$ cat config.mk
export PLATFORM = sky130hd
export DESIGN_NAME = timeslice_arbiter
export DESIGN_NICKNAME = d
export VERILOG_FILES = /design/src/rtl/timeslice_arbiter.sv
export SDC_FILE = /design/constraint.sdc
export NUM_CORES = 1
export LEC_CHECK = 0
export BUFFER_PORTS_ARGS = -buffer_cell sky130_fd_sc_hd__buf_2
export CAP_MARGIN = 15
export CORE_UTILIZATION = 49
export CTS_CLUSTER_DIAMETER = 120
export DETAILED_ROUTE_END_ITERATION = 10
export PLACE_DENSITY = 0.75
export SLEW_MARGIN = 0
export SYNTH_ARGS = -nofsm -noshare
export SYNTH_HDL_FRONTEND = slang
export SYNTH_SLANG_ARGS = --single-unit
$ cat constraint.sdc
create_clock -name i_clk -period 3.7 [get_ports i_clk]
set_input_delay 0.185 -clock i_clk [delete_from_list [all_inputs] [get_ports i_clk]]
set_output_delay 0.185 -clock i_clk [all_outputs]
set_load 0.01 [all_outputs]
$ cat src/rtl/timeslice_arbiter.sv
// timeslice_arbiter: round-robin arbiter that gives each granted requester a
// time slice of i_quantum cycles (0 means 2^N cycles). When a slice expires
// the grant passes to the next pending requester with no idle cycle, or is
// renewed if nobody else is waiting. A holder that drops its request loses
// the grant at once. All outputs are registered.
//
// Ports:
//   i_clk          clock, rising edge
//   i_reset        asynchronous reset, active low
//   i_enable       arbitration enable; low releases any grant
//   i_req[R]       request vector
//   i_quantum[N]   slice length in cycles, latched at each new grant
//   o_grant[R]     one-hot grant, zero when idle
//   o_grant_id[W]  index of the granted requester, zero when idle
//   o_grant_valid  a grant is held
//   o_expired      one-cycle pulse after a slice expired
module timeslice_arbiter #(
  parameter int N = 8,
  parameter int R = 4,
  localparam int W = $clog2(R)
) (
  input  logic         i_clk,
  input  logic         i_reset,
  input  logic         i_enable,
  input  logic [R-1:0] i_req,
  input  logic [N-1:0] i_quantum,
  output logic [R-1:0] o_grant,
  output logic [W-1:0] o_grant_id,
  output logic         o_grant_valid,
  output logic         o_expired
);

  typedef enum logic {
    IDLE,
    GRANT
  } state_t;

  state_t       state, state_n;
  logic [W-1:0] ptr, ptr_n;
  logic [N-1:0] s_cnt, s_n;
  logic [N-1:0] q_val, q_n;
  logic [R-1:0] grant_n;
  logic [W-1:0] id_n;
  logic         valid_n;
  logic         exp_n;

  logic [R-1:0] mask;
  logic         rr_found;
  logic [W-1:0] rr_id;
  logic [W-1:0] rr_idx;
  logic         expire;
  logic         take;

  // Round-robin search from ptr. While a grant is held the holder is masked,
  // so the same search serves expiry handover and drop handover.
  always_comb begin
    mask     = i_req;
    rr_found = 1'b0;
    rr_id    = '0;
    rr_idx   = '0;
    if (state == GRANT) mask[o_grant_id] = 1'b0;
    for (int unsigned i = 0; i < unsigned'(R); i++) begin
      rr_idx = W'((32'(ptr) + i) % unsigned'(R));
      if (!rr_found && mask[rr_idx]) begin
        rr_found = 1'b1;
        rr_id    = rr_idx;
      end
    end
  end

  // N-bit wrap: q_val == 0 expires at s_cnt == 2^N-1.
  assign expire = (s_cnt == N'(q_val - 1'b1));

  always_comb begin
    state_n = state;
    ptr_n   = ptr;
    s_n     = s_cnt;
    q_n     = q_val;
    grant_n = o_grant;
    id_n    = o_grant_id;
    valid_n = o_grant_valid;
    exp_n   = 1'b0;
    take    = 1'b0;

    case (state)
      IDLE: begin
        if (i_enable && rr_found) take = 1'b1;
      end
      GRANT: begin
        if (!i_enable) begin
          state_n = IDLE;
          grant_n = '0;
          id_n    = '0;
          valid_n = 1'b0;
          s_n     = '0;
        end else if (!i_req[o_grant_id]) begin
          exp_n = expire;
          if (rr_found) begin
            take = 1'b1;
          end else begin
            state_n = IDLE;
            grant_n = '0;
            id_n    = '0;
            valid_n = 1'b0;
            s_n     = '0;
          end
        end else if (expire) begin
          exp_n = 1'b1;
          if (rr_found) begin
            take = 1'b1;
          end else begin
            s_n = '0;
            q_n = i_quantum;
          end
        end else begin
          s_n = s_cnt + 1'b1;
        end
      end
      default: state_n = IDLE;
    endcase

    if (take) begin
      state_n        = GRANT;
      grant_n        = '0;
      grant_n[rr_id] = 1'b1;
      id_n           = rr_id;
      valid_n        = 1'b1;
      ptr_n          = (rr_id == W'(R - 1)) ? '0 : rr_id + 1'b1;
      q_n            = i_quantum;
      s_n            = '0;
    end
  end

  always_ff @(posedge i_clk or negedge i_reset) begin
    if (!i_reset) begin
      state         <= IDLE;
      ptr           <= '0;
      s_cnt         <= '0;
      q_val         <= '0;
      o_grant       <= '0;
      o_grant_id    <= '0;
      o_grant_valid <= 1'b0;
      o_expired     <= 1'b0;
    end else begin
      state         <= state_n;
      ptr           <= ptr_n;
      s_cnt         <= s_n;
      q_val         <= q_n;
      o_grant       <= grant_n;
      o_grant_id    <= id_n;
      o_grant_valid <= valid_n;
      o_expired     <= exp_n;
    end
  end

endmodule

==> metrics.md <==
| Metric | Value |
|---|---|
| Status | `complete, no violations` |
| Synth cell types | `53` |
| Sequential share of the synthesized area | `between 30% and 40%` |
| Final Skew | `0.00410 ns` |
| Crit start category | `flip-flop` |
| Post-synthesis cell count | `180` |
| Worst endpoint data arrival time | `2.99 ns` |
| Syn Nets | `201` |
| Proportion of layout cells with a drive suffix above 1 | `25.9%` |
| IO Count | `23` |
| DP Area | `1950 sq um` |
| Dpl cells | `~240` |
| Slew headroom | `a little over a third` |
| Cell Pwr Density | `607 nW/um^2` |
| Die area | `3990 sq um` |
| Starting Density | `52.8%` |
| Area grow syn2layout | `9.49%` |
| Leading register cell type out of synthesis | `dfrtp_1` |
| Post-cts resize count | `0` |
| CTS sink count | `27` |
| Final worst slack | `0.881 ns` |
| Flop-to-flop setup slack | `0.88 ns` |
| IO Port Bufs | `22` |
| Crit Path Class | `flip-flop to flip-flop` |
| Nets | `219` |
| Final WL | `3.61 mm` |
| Via/cell ratio | `5.83` |
| Post-Place Worst Slack | `0.911 ns` |
| Flops & latches, synth | `27` |
| Drt wl/cell | `14.8 um` |
| Htree depth | `1` |
| CP top delay family | `compound AO/OA/AOI/OAI gates` |
| Post-Synth Simple-Gate Area | `roughly 18%` |
| 1st-iter DRT viols | `roughly 70` |
| Min-Delay Path Class | `primary input to flip-flop` |
| Row count | `21` |
| RSZ-0062 raised after global routing | `false` |
| Compound-cell area share of the yosys netlist | `roughly a fifth` |
| Worst-margin pin slew | `approximately 0.96 ns` |
| Clk_lat worst skew | `0.28 ns` |
| Min cycle time layout | `~2.8 ns` |
| Number of synthesized flops with an enable pin | `0` |
| Gr ovfl total | `0` |
| Routed vias | `1417` |
| First-pass GRT wire length | `6.27 mm` |
| Antenna violations before repair | `0` |
| Mean Syn Cell Area | `10.2 sq um` |
| Setup violators final | `0` |
| DRC | `0` |
| Fraction of synthesized cell area in xor and xnor cells | `6.69%` |
| Post-CTS Setup Bufs | `0` |
| Adder-Cell Fraction of Synth Area | `under 10%` |
| Area of the mapped netlist | `~1800 sq um` |
| Crit. End Element | `flip-flop` |
| Worst-path clk slew | `around 0.090 ns` |
| Top-area cell type share of the netlist area | `36.9%` |
| Setup TNS Final | `0 ns` |
| HPWL after DPL | `2.65 mm` |
| Top post-synthesis cells by count | `27 x dfrtp_1, 10 x mux2_2, 10 x nand2_1, 9 x inv_1, 9 x o21ai_0` |
| Max stage delay on crit path | `0.90 ns` |
| CTS tree | `yes` |
| Hold slack | `around 0.14 ns` |
| Total CTS buffers | `3` |
| Fillers | `319` |
| Pleak | `0.923 nW` |
| Fmax achieved | `0.355 GHz` |
| Ys async rst share | `100%` |
| Remaining antenna violation count | `0` |
| Worst Path Required | `3.87 ns` |
| Buffers plus inverters on the worst setup path | `0` |
| Max VDD drop | `0.000379 V` |
| Final period utilization | `76.2%` |
| All-Layer GR Usage | `19.7%` |
| Area leader, netlist | `dfrtp_1` |
| Die span in y | `63.1 um` |
| Antenna diode count | `0` |
| Final Hold Fails | `0` |
| Max cap viols | `0` |
| Max Transition Viols Final | `0` |
| CP Max Fanout | `11` |
| Top-count cell post-synth | `dfrtp_1` |
| Gpl congestion | `between 0.8 and 0.9` |
| Ys Warns | `0` |
| Core outline area | `3470 sq um` |
| Slowest CP cell | `o41ai_2` |
| Final instance area | `2010 sq um` |
| Crit-path cells | `or4_4 > a2111oi_4 > nor3_4 > o41ai_2 > nor3_1 > a211o_1` |
| Initial DRT Pass Iterations | `4` |
| Clock tree root buffer cell | `clkbuf_8` |
| Largest net degree at the start of global routing | `28` |
| Post-synthesis mux area share | `10.1%` |
| Top post-synthesis cells by area | `dfrtp_1 37%, mux2_2 6.1%, ha_1 4.1%, xor2_1 3.8%, a22o_1 2.9%` |
| Vias in the first global route | `between 1000 and 1500` |
| Die width | `63.1 um` |
| Largest family of logic cells by synthesized area | `compound AO/OA/AOI/OAI gates` |
| Non-filler instance count after layout | `243` |
| Clock buffer depth | `2` |
-- layout make-up --
| class | count | area (sq um) | share of cell area (%) |
|---|---|---|---|
| multi-input cells | 134 | 1070 | 53.5 |
| well taps | 46 | 57.6 | 2.87 |
| repair buffers | 23 | 120 | 5.99 |
| clock inverters | 1 | 5.00 | 0.250 |
| inverters | 9 | 33.8 | 1.68 |
| clock buffers | 3 | 41.3 | 2.06 |
| flip-flops and latches | 27 | 676 | 33.7 |
-- path summary, 6_finish.rpt --
path,startpoint,to,depth (start not counted)
max,q_val[0],s_cnt[4],6
max reg2reg,q_val[0],s_cnt[4],6
max in group asynchronous,i_reset,q_val[1],2
min in group asynchronous,i_reset,o_grant_valid,2
min,i_quantum[6],q_val[6],2
min reg2reg,o_grant[0],o_grant[0],1
-- worst register-to-register path, cell delays in order, from the launching register on --
cell	delay, ns
dfrtp_1	0.43
or4_4	0.58
a2111oi_4	0.34
nor3_4	0.09
o41ai_2	0.90
nor3_1	0.11
a211o_1	0.26
-- flip-flops by register name, indices dropped and copies added (netlist names) --
signal and flops:
s_cnt 8, o_grant_valid 1, o_expired 1, o_grant 4, o_grant_id 2, q_val 8, state 1, ptr 2
-- power breakdown --
| part | switching (mW) | internal [mW] | leakage (nW) |
|---|---|---|---|
| registers | 0.113 | 0.366 | 0.343 |
| logic | 0.297 | 0.274 | 0.554 |
| clock network | 0.0921 | 0.0756 | 0.0255 |
| total | 0.502 | 0.715 | 0.923 |
-- cells by family after synthesis --
family	Yosys count
AOI/OAI and AO/OA	46
xor gates and xnor gates	14
adders and majority gates	6
buffers and inverters	19
DFF	27
muxes	15
and+or+nand+nor	53
-- cells in the final DEF (no fill, tap or decap), types with 8 or more instances in the layout --
master and count:
buf_2 22, o21ai_0 9, dfrtp_1 27, inv_1 9, xor2_1 8, nand2_1 10
mux2_2 10, nor2_1 8
-- stage by stage --
stage          total power, mW  utilization, %
2_1_floorplan            0.921               -
3_3_place_gp              1.01            56.2
3_5_place_dp              1.05            56.2
4_1_cts                   1.22            57.8
5_1_grt                   1.31            57.8
6_report                  1.22            57.8
-- per-layer routing --
| metal | vias up | part of all wire [%] | global-route usage (%) |
|---|---|---|---|
| met5 | - | 0 | 0 |
| met4 | 0 | 1.2 | 4.07 |
| met3 | 6 | 4.2 | 3.80 |
| met2 | 44 | 46 | 32.1 |
| met1 | 682 | 49 | 27.1 |
| li1 | 685 | - | - |
-- timing repair --
item / CTS / global route
hold endpoints to repair: 27 / 0
setup endpoints to repair: 0 / 0
hold buffers: 1 / 0
No activity file was read; power rests on OpenSTA's default activity.
